--- src/rtl/mem_stage_ls.sv ---
`default_nettype none
// ============================================================================
//  Module   : mem_stage_ls
//  Purpose  : Memory-access pipeline stage between EX and WB. Waits for the
//             data-SRAM response of a load/store issued in EX, aligns and
//             extends load data, drops responses of flushed instructions and
//             exports a forwarding bundle with a load-pending flag.
//  Ports    : clk, resetn (async, active-low)
//             ex_to_mem_valid / ex_to_mem_wire / mem_allowin   : EX handshake
//             mem_to_wb_valid / mem_to_wb_wire / wb_allowin    : WB handshake
//             data_sram_data_ok / data_sram_rdata              : bus response
//             mem_flush                                        : cancel
//             mem_rf_zip                                       : forwarding
//  Options  : MEM_RESP_BUF_EN - adds a response buffer so a response that
//             arrives while WB is stalled is held until transfer.
//  Revision : 1.0 - initial release
// ============================================================================
module mem_stage_ls #(
    parameter int DW      = 32,
    parameter int RA_W    = 5,
    parameter int MAX_OUT = 2
) (
    input  logic                    clk,
    input  logic                    resetn,
    input  logic                    ex_to_mem_valid,
    input  logic [RA_W+2*DW+5:0]    ex_to_mem_wire,
    output logic                    mem_allowin,
    input  logic                    wb_allowin,
    output logic                    mem_to_wb_valid,
    output logic [RA_W+2*DW:0]      mem_to_wb_wire,
    input  logic                    data_sram_data_ok,
    input  logic [DW-1:0]           data_sram_rdata,
    input  logic                    mem_flush,
    output logic [RA_W+DW+1:0]      mem_rf_zip
);

    localparam int c_PL_W  = RA_W + 2*DW + 6;
    localparam int c_OFF_W = (DW == 64) ? 3 : 2;
    localparam int c_CNT_W = $clog2(MAX_OUT + 1);
    localparam int c_SUM_W = c_CNT_W + 2;
    localparam logic [c_CNT_W-1:0] c_CNT_MAX = c_CNT_W'(MAX_OUT);
    localparam logic [c_SUM_W-1:0] c_SUM_MAX = c_SUM_W'(MAX_OUT);

    // ------------------------------------------------------------------------
    // State
    // ------------------------------------------------------------------------
    logic                 r_mem_valid;
    logic [c_PL_W-1:0]    r_payload;
    logic                 r_resp_got;
    logic [c_CNT_W-1:0]   r_discard_cnt;

    // Payload fields {rf_we, rf_waddr, pc, alu_result, res_from_mem, ld_op, req_issued}
    logic                 w_rf_we;
    logic [RA_W-1:0]      w_rf_waddr;
    logic [DW-1:0]        w_pc;
    logic [DW-1:0]        w_alu_result;
    logic                 w_res_from_mem;
    logic [2:0]           w_ld_op;
    logic                 w_req_issued;
    logic                 w_ex_req_issued;

    assign w_rf_we         = r_payload[c_PL_W-1];
    assign w_rf_waddr      = r_payload[5+2*DW+RA_W-1 : 5+2*DW];
    assign w_pc            = r_payload[5+2*DW-1 : 5+DW];
    assign w_alu_result    = r_payload[5+DW-1 : 5];
    assign w_res_from_mem  = r_payload[4];
    assign w_ld_op         = r_payload[3:1];
    assign w_req_issued    = r_payload[0];
    assign w_ex_req_issued = ex_to_mem_wire[0];

    // ------------------------------------------------------------------------
    // Response classification and handshake
    // ------------------------------------------------------------------------
    logic w_own;        // response belongs to the current instruction
    logic w_drop;       // response belongs to a flushed instruction
    logic w_waiting;    // current instruction still needs its response
    logic w_own_take;   // current instruction consumes a response now
    logic w_ready_go;
    logic w_capture;

    assign w_own      = data_sram_data_ok & (r_discard_cnt == '0);
    assign w_drop     = data_sram_data_ok & (r_discard_cnt != '0);
    assign w_waiting  = r_mem_valid & w_req_issued & ~r_resp_got;
    assign w_own_take = w_own & w_waiting;
    assign w_ready_go = ~w_req_issued | r_resp_got | w_own;

    assign mem_allowin     = ~r_mem_valid | (w_ready_go & wb_allowin);
    assign mem_to_wb_valid = r_mem_valid & w_ready_go & ~mem_flush;
    assign w_capture       = ex_to_mem_valid & mem_allowin & ~mem_flush;

    // ------------------------------------------------------------------------
    // Pipeline registers
    // ------------------------------------------------------------------------
    always_ff @(posedge clk or negedge resetn) begin
        if (!resetn) begin
            r_mem_valid <= 1'b0;
            r_payload   <= '0;
            r_resp_got  <= 1'b0;
        end else begin
            if (mem_flush)
                r_mem_valid <= 1'b0;
            else if (mem_allowin)
                r_mem_valid <= ex_to_mem_valid;

            if (w_capture)
                r_payload <= ex_to_mem_wire;

            // resp_got only lives while the same instruction stays in the stage
            if (mem_flush || mem_allowin)
                r_resp_got <= 1'b0;
            else if (w_own_take)
                r_resp_got <= 1'b1;
        end
    end

    // ------------------------------------------------------------------------
    // Discard counter: counts responses still owed to flushed instructions
    // ------------------------------------------------------------------------
    logic                 w_inc_mem;
    logic                 w_inc_ex;
    logic [c_SUM_W-1:0]   w_cnt_sum;
    logic                 w_cnt_ovf;
    logic [c_CNT_W-1:0]   w_cnt_next;

    // An own response in the flush cycle has already arrived, so it is not owed
    assign w_inc_mem = mem_flush & w_waiting & ~w_own;
    assign w_inc_ex  = mem_flush & ex_to_mem_valid & w_ex_req_issued;

    always_comb begin
        w_cnt_sum = {2'b00, r_discard_cnt}
                  + {{(c_SUM_W-1){1'b0}}, w_inc_mem}
                  + {{(c_SUM_W-1){1'b0}}, w_inc_ex}
                  - {{(c_SUM_W-1){1'b0}}, w_drop};
        w_cnt_ovf  = (w_cnt_sum > c_SUM_MAX);
        w_cnt_next = w_cnt_ovf ? c_CNT_MAX : w_cnt_sum[c_CNT_W-1:0];
    end

    always_ff @(posedge clk or negedge resetn) begin
        if (!resetn)
            r_discard_cnt <= '0;
        else
            r_discard_cnt <= w_cnt_next;
    end

    // ------------------------------------------------------------------------
    // Load data source
    // ------------------------------------------------------------------------
    logic [DW-1:0] w_load_src;

`ifdef MEM_RESP_BUF_EN
    logic [DW-1:0] r_resp_buf;

    always_ff @(posedge clk or negedge resetn) begin
        if (!resetn)
            r_resp_buf <= '0;
        else if (w_own_take && !wb_allowin && !mem_flush)
            r_resp_buf <= data_sram_rdata;
    end

    assign w_load_src = r_resp_got ? r_resp_buf : data_sram_rdata;
`else
    assign w_load_src = data_sram_rdata;
`endif

    // ------------------------------------------------------------------------
    // Alignment and extension
    // ------------------------------------------------------------------------
    logic [c_OFF_W-1:0]   w_off;
    logic [c_OFF_W+2:0]   w_shamt;
    logic [DW-1:0]        w_shifted;
    logic [DW-1:0]        w_ext_w;
    logic [DW-1:0]        w_ext_wu;
    logic [DW-1:0]        w_load_data;
    logic [DW-1:0]        w_rf_wdata;

    assign w_off     = w_alu_result[c_OFF_W-1:0];
    assign w_shamt   = {w_off, 3'b000};
    assign w_shifted = w_load_src >> w_shamt;

    generate
        if (DW == 64) begin : g_dw64
            assign w_ext_w  = {{(DW-32){w_shifted[31]}}, w_shifted[31:0]};
            assign w_ext_wu = {{(DW-32){1'b0}},          w_shifted[31:0]};
        end else begin : g_dw32
            assign w_ext_w  = w_shifted;
            assign w_ext_wu = w_shifted;
        end
    endgenerate

    always_comb begin
        w_load_data = w_shifted;
        case (w_ld_op)
            3'b000:  w_load_data = {{(DW-8){w_shifted[7]}},   w_shifted[7:0]};
            3'b001:  w_load_data = {{(DW-16){w_shifted[15]}}, w_shifted[15:0]};
            3'b010:  w_load_data = w_ext_w;
            3'b011:  w_load_data = w_shifted;
            3'b100:  w_load_data = {{(DW-8){1'b0}},  w_shifted[7:0]};
            3'b101:  w_load_data = {{(DW-16){1'b0}}, w_shifted[15:0]};
            3'b110:  w_load_data = w_ext_wu;
            default: w_load_data = w_shifted;
        endcase
    end

    assign w_rf_wdata = w_res_from_mem ? w_load_data : w_alu_result;

    // ------------------------------------------------------------------------
    // Outputs
    // ------------------------------------------------------------------------
    logic w_mem_loading;

    assign w_mem_loading  = r_mem_valid & w_res_from_mem & ~w_ready_go;
    assign mem_to_wb_wire = {w_rf_we, w_rf_waddr, w_rf_wdata, w_pc};
    assign mem_rf_zip     = {w_rf_we & r_mem_valid, w_rf_waddr, w_rf_wdata, w_mem_loading};

    // ------------------------------------------------------------------------
    // Protocol checks
    // ------------------------------------------------------------------------
`ifndef SYNTHESIS
    // More responses owed than the bus can have outstanding
    a_discard_overflow: assert property (@(posedge clk) disable iff (!resetn)
        !w_cnt_ovf);
`ifndef MEM_RESP_BUF_EN
    // Without a buffer the response is lost if WB is not accepting
    a_resp_without_wb: assert property (@(posedge clk) disable iff (!resetn)
        !(w_own_take && !wb_allowin && !mem_flush));
`endif
`endif

endmodule
`default_nettype wire

--- config.mk ---
export PLATFORM = sky130hd
export DESIGN_NAME = mem_stage_ls
export DESIGN_NICKNAME = d
export VERILOG_FILES = /design/src/rtl/mem_stage_ls.sv
export SDC_FILE = /design/constraint.sdc
export NUM_CORES = 1
export LEC_CHECK = 0
export CORE_MARGIN = 3
export CORE_UTILIZATION = 29
export DETAILED_ROUTE_END_ITERATION = 10
export DONT_BUFFER_PORTS = 1
export PLACE_DENSITY_LB_ADDON = 0.3
export REMOVE_ABC_BUFFERS = 1
export SLEW_MARGIN = 20
export SYNTH_ARGS = -nofsm -noshare
export SYNTH_HDL_FRONTEND = slang
export SYNTH_SLANG_ARGS = --single-unit
--- constraint.sdc ---
create_clock -name clk -period 5.2 [get_ports clk]
set_clock_uncertainty 0.2 [all_clocks]
set_input_delay 1.04 -clock clk [delete_from_list [all_inputs] [get_ports clk]]
set_output_delay 1.04 -clock clk [all_outputs]
set_load 0.02 [all_outputs]
[Word-level counts from Yosys, hierarchy flattened]
Cells that the tools add are included.
Storage, ports and cells
  bits in registers: 79
  input port bits: 113
  output and inout port bits: 111
  word-level logic and storage cells: 51
Operators by class
  $add $sub $neg: 3
  magnitude comparators: 1
  equal/unequal tests: 3
  shifts and indexed selects: 1
  mux-type cells: 7
  bitwise operators: 26
  reductions and logical operators: 6
Operators by type and width (number)
  32-bit case mux with 4 select lines: 1
  32-bit two-way mux: 1
  32-bit by 5-bit >> shifter with 32-bit output: 1
  1-bit bitwise AND: 17
  3-bit equality test, second input constant: 2
  1-bit NOT: 6
  2-bit nonzero test: 3
  3-bit by 1-bit adder with 4-bit output: 1
  4-bit by 2-bit greater-than comparator with 1-bit output, second input constant: 1
  1-bit two-way mux: 4
  4-bit by 1-bit subtractor with 4-bit output: 1
  2-bit by 1-bit adder with 3-bit output: 1
  3-bit by 1-bit equality test with 1-bit output, second input constant: 1
  3-bit zero test: 1
  1-bit bitwise OR: 3
  2-bit zero test: 1
  2-bit two-way mux: 1
  1-bit logical OR: 1

[Depth between registers and ports, before layout]
  word-level depth: 9
  gate-level depth with buffers: 9
  gate-level depth less buffers: 9

[Worst setup path before layout]
OpenSTA, ideal clock, no wires.
  kind: input to output
  from: input data_sram_rdata[31]
  to: output mem_to_wb_wire[62]
  arrival time: 2434 ps
  data required time: 3960 ps
  setup slack: 1526 ps
  stages: 6
  buffers on the path: 2
  cells stage by stage: mux4_2 > o211ai_2 > a21oi_2 > buf_6 > a221o_1 > buf_4
Between the ends
  cells in the longest elaborated chain, start to end: 3
Ends and longest elaborated chain
  from (decl): line 32  | input logic [DW-1:0] data_sram_rdata,
  32-bit by 5-bit >> shifter with 32-bit output: line 178  | assign w_shifted = w_load_src >> w_shamt;
  32-bit case mux with 4 select lines: line 192  | case (w_ld_op)
  32-bit two-way mux: line 204  | assign w_rf_wdata = w_res_from_mem ? w_load_data : w_alu_result;
  to (decl): line 30  | output logic [RA_W+2*DW:0] mem_to_wb_wire,
No other way between the ends.

[Worst setup path in the final report]
  from: register r_payload[5]
  to: output mem_rf_zip[29]
Between the ends
  cells in the longest elaborated chain, start to end: 3
Ends and longest elaborated chain
  from (decl): line 48  | logic [c_PL_W-1:0] r_payload;
  from (signal assigned): line 106  | r_payload <= ex_to_mem_wire;
  32-bit by 5-bit >> shifter with 32-bit output: line 178
  32-bit case mux with 4 select lines: line 192
  32-bit two-way mux: line 204
  to (decl): line 34  | output logic [RA_W+DW+1:0] mem_rf_zip
No other way between the ends.

==> impl_results.rst <==
.. list-table::
   :header-rows: 1

   * - Metric
     - Value
   * - Global-route wire length before repair
     - 17.39 mm
   * - Routed wire length
     - 11.45 mm
   * - Total power divided by cell area
     - 549.0 nW/um^2
   * - Setup bufs post-CTS
     - 0
   * - Highest Clock Rate
     - 259.2 MHz
   * - Number of buffers added on ports
     - 0
   * - TNS Setup
     - 0 ns
   * - Number of core rows
     - 45
   * - Maximum fanout along the worst path
     - 41
   * - Number of library cell types mapped by synthesis
     - 38
   * - Result of the run
     - finished, final reports clean
   * - Buffer levels on the longest clock path
     - 2
   * - Largest net degree at the start of global routing
     - 80
   * - Count of TritonRoute iterations in the first routing pass
     - 4
   * - Number of inserted diodes
     - 0
   * - Area delta synth->final
     - -0.9450%
   * - Core Area
     - 15430 sq um
   * - CTS sink cnt
     - 79
   * - Worst-case vdd ir drop
     - 173.7 uV
   * - Synthesis warning total
     - 0
   * - Die Ht
     - 132.4 um
   * - Leakage Power
     - roughly 1.9 nW
   * - Minimum clock period
     - a little under 4 ns
   * - DP HPWL
     - 8.218 mm
   * - Worst path arrival time
     - 2.62 ns
   * - Number of global-route vias before repair
     - 2972
   * - Post-synthesis register bit count
     - 79
   * - CTS tree
     - yes
   * - Post-synthesis sequential area ratio
     - 42.66%
   * - Starting Density
     - 30.04%
   * - Nets@finish
     - 447
   * - Pin slew with the least headroom to its limit
     - around 0.92 ns
   * - Insertion delay of the later-clocked pin in the worst-skew pair
     - 0.34 ns
   * - Worst Path Class, Setup
     - reg -> out
   * - Global route overflow
     - 0
   * - Antenna violations before repair
     - 3
   * - Total of hold buffers inserted after clock tree synthesis
     - 0
   * - Average detailed-routed wire length per instance
     - 21.01 um
   * - DRC viols
     - 0
   * - Horizontal extent of the die
     - 132.4 um
   * - Relative slew slack
     - approximately 38%
   * - Startpoint type of the worst setup path
     - flip-flop
   * - Max incr delay on CP
     - 0.89 ns
   * - Total setup violations reported at the end of the flow
     - 0
   * - Detailed router's first-iteration violation count
     - 79
   * - Most common library cell in the layout ignoring fill and taps
     - dfrtp_1
   * - Final antenna-violating net count
     - 0
   * - Max cap viols
     - 0
   * - RSZ-0062 raised after global routing
     - no
   * - Total instance count after detailed placement
     - between 500 and 600
   * - Worst Path Required
     - between 3 and 4 ns
   * - Nature of the critical path endpoint
     - primary output
   * - Clock-pin slew on the worst setup and hold paths
     - 0.06 ns
   * - Vias after detailed routing
     - around 2700
   * - Final estimated routing congestion in global placement
     - 0.7533
   * - Max-slew violation count
     - 0
   * - Clock root buffer
     - clkbuf_16
   * - Layout cell share with drive strength beyond 1
     - between 20% and 30%
   * - Path class of the lowest-slack min-delay path
     - in -> async
   * - Post-synthesis instance area
     - 4634 sq um
   * - Synthesized area per cell
     - 11.53 sq um
   * - Vias per Instance
     - 4.982
   * - Total power of the final layout
     - 0.002520 W
   * - Area enclosed by the die boundary
     - 17530 sq um
   * - Synth Instances
     - 402
   * - Share of the cycle needed by the critical path after routing
     - between 70% and 80%
   * - Final Hold Violating Endpoints
     - 0
   * - Overall track demand over capacity in global routing
     - 12.86%
   * - Cell with the largest stage delay on the worst path
     - dfrtp_2
   * - Commonest cells after routing, fill and taps aside
     - 78 x dfrtp_1, 50 x mux2_1, 32 x mux2_2
   * - Resized Gates After CTS
     - 0
   * - Cts bufs inserted
     - 9
   * - H-Tree Level Count
     - 3
   * - Worst path cell trace
     - o211ai_2 -> a21oi_2 -> a221o_1
   * - I/O pins
     - 224
   * - Final Instance Count excl. Fillers
     - 545
## state kept, by name, indices dropped and copies added, names as in the netlist
name and cells:
r_payload 75, r_discard_cnt 2, r_mem_valid 1, r_resp_got 1
## where the power goes
group          internal [W]  switching, W  total (W)
clock              0.000327      0.000273   0.000601
combinational      0.000317      0.000580   0.000897
sequential         0.000769      0.000253    0.00102
## metrics by stage
step / hold slack [ns] / instance area, sq um / setup WS [ns] / utilization (%)
2_1_floorplan: 0.2544 / 3919 / -2.738 / -
3_3_place_gp: 0.2655 / 4308 / 1.410 / 27.92
3_5_place_dp: 0.2750 / 4308 / 1.388 / 27.92
4_1_cts: 0.1735 / 4591 / 1.266 / 29.76
5_1_grt: 0.1646 / 4591 / 1.153 / 29.76
6_report: 0.1948 / 4591 / 1.343 / 29.76
## metal layers
metal	vias up	part of all wire [%]	GRT usage (%)	routed length, um
met5	-	0.32	0	37
met4	6	1.5	4.908	168
met3	21	9.3	5.703	1061
met2	149	49	21.33	5568
met1	1342	40	14.63	4613
li1	1197	-	-	-
## worst max-delay path, delay by kind of cell, from the launching register on
| family | cells | cell delay, ns |
|---|---|---|
| AOI/OAI and AO/OA | 3 | 1.36 |
| DFF | 1 | 0.89 |
## logic make-up after synthesis
group                      count (synthesis)  share of synthesized area [%]
muxes                                    102                          24.78
buffers and inverters                    104                          15.93
AOI/OAI and AO/OA                         60                          8.910
adders and majority gates                  5                          1.674
DFF                                       79                          42.66
and+or+nand+nor                           51                          5.859
xor gates and xnor gates                   1                         0.1890
## synthesized netlist by cell type
library cell	number	area share, %
dfrtp_1	79	43
buf_4	77	12
mux2_1	50	12
mux2_2	32	7.8
nor2_1	22	1.8
mux2i_1	18	3.9
o21ai_0	16	1.7
a21oi_1	15	1.6
a211o_1	9	1.7
nand3b_1	9	1.5
a221o_1	8	1.7
buf_6	7	1.7
clkbuf_1	7	0.57
inv_1	6	0.49
nor2b_1	6	0.81
a211oi_1	5	0.81
buf_2	5	0.54
ha_1	3	0.81
nand3_1	3	0.32
buf_1	2	0.16
fa_1	2	0.86
mux4_2	2	0.97
nand2_1	2	0.16
nor3_1	2	0.22
or3_1	2	0.27
a21oi_2	1	0.19
a22oi_1	1	0.16
and2_1	1	0.14
and3_1	1	0.14
nand2b_1	1	0.14
nor3b_1	1	0.16
nor3b_2	1	0.27
o211ai_2	1	0.27
o21a_1	1	0.16
o22a_1	1	0.19
o31ai_1	1	0.16
o32ai_1	1	0.19
xnor2_1	1	0.19
## layout make-up
type / count / area (sq um)
fillers: 1643 / 10840
flip-flops and latches: 79 / 1978
multi-input cells: 219 / 1938
well taps: 211 / 264.0
clock buffers: 9 / 225.2
repair buffers: 14 / 105.1
clock inverters: 7 / 57.56
inverters: 6 / 22.52
## worst paths after layout
| check | startpoint | to | slack [ns] | depth (start not counted) |
|---|---|---|---|---|
| hold reg to reg | r_payload[11] | r_payload[11] | 0.28 | 1 |
| setup / recovery | r_payload[5] | mem_rf_zip[29] | 1.34 | 3 |
| min in group clk | r_payload[11] | r_payload[11] | 0.28 | 1 |
| max in group asynchronous | resetn | r_payload[70] | 4.48 | 0 |
| setup reg to reg | r_discard_cnt[1] | r_discard_cnt[0] | 2.39 | 9 |
| hold / removal | resetn | r_payload[20] | 0.19 | 0 |
No activity file was read; power rests on OpenSTA's default activity.
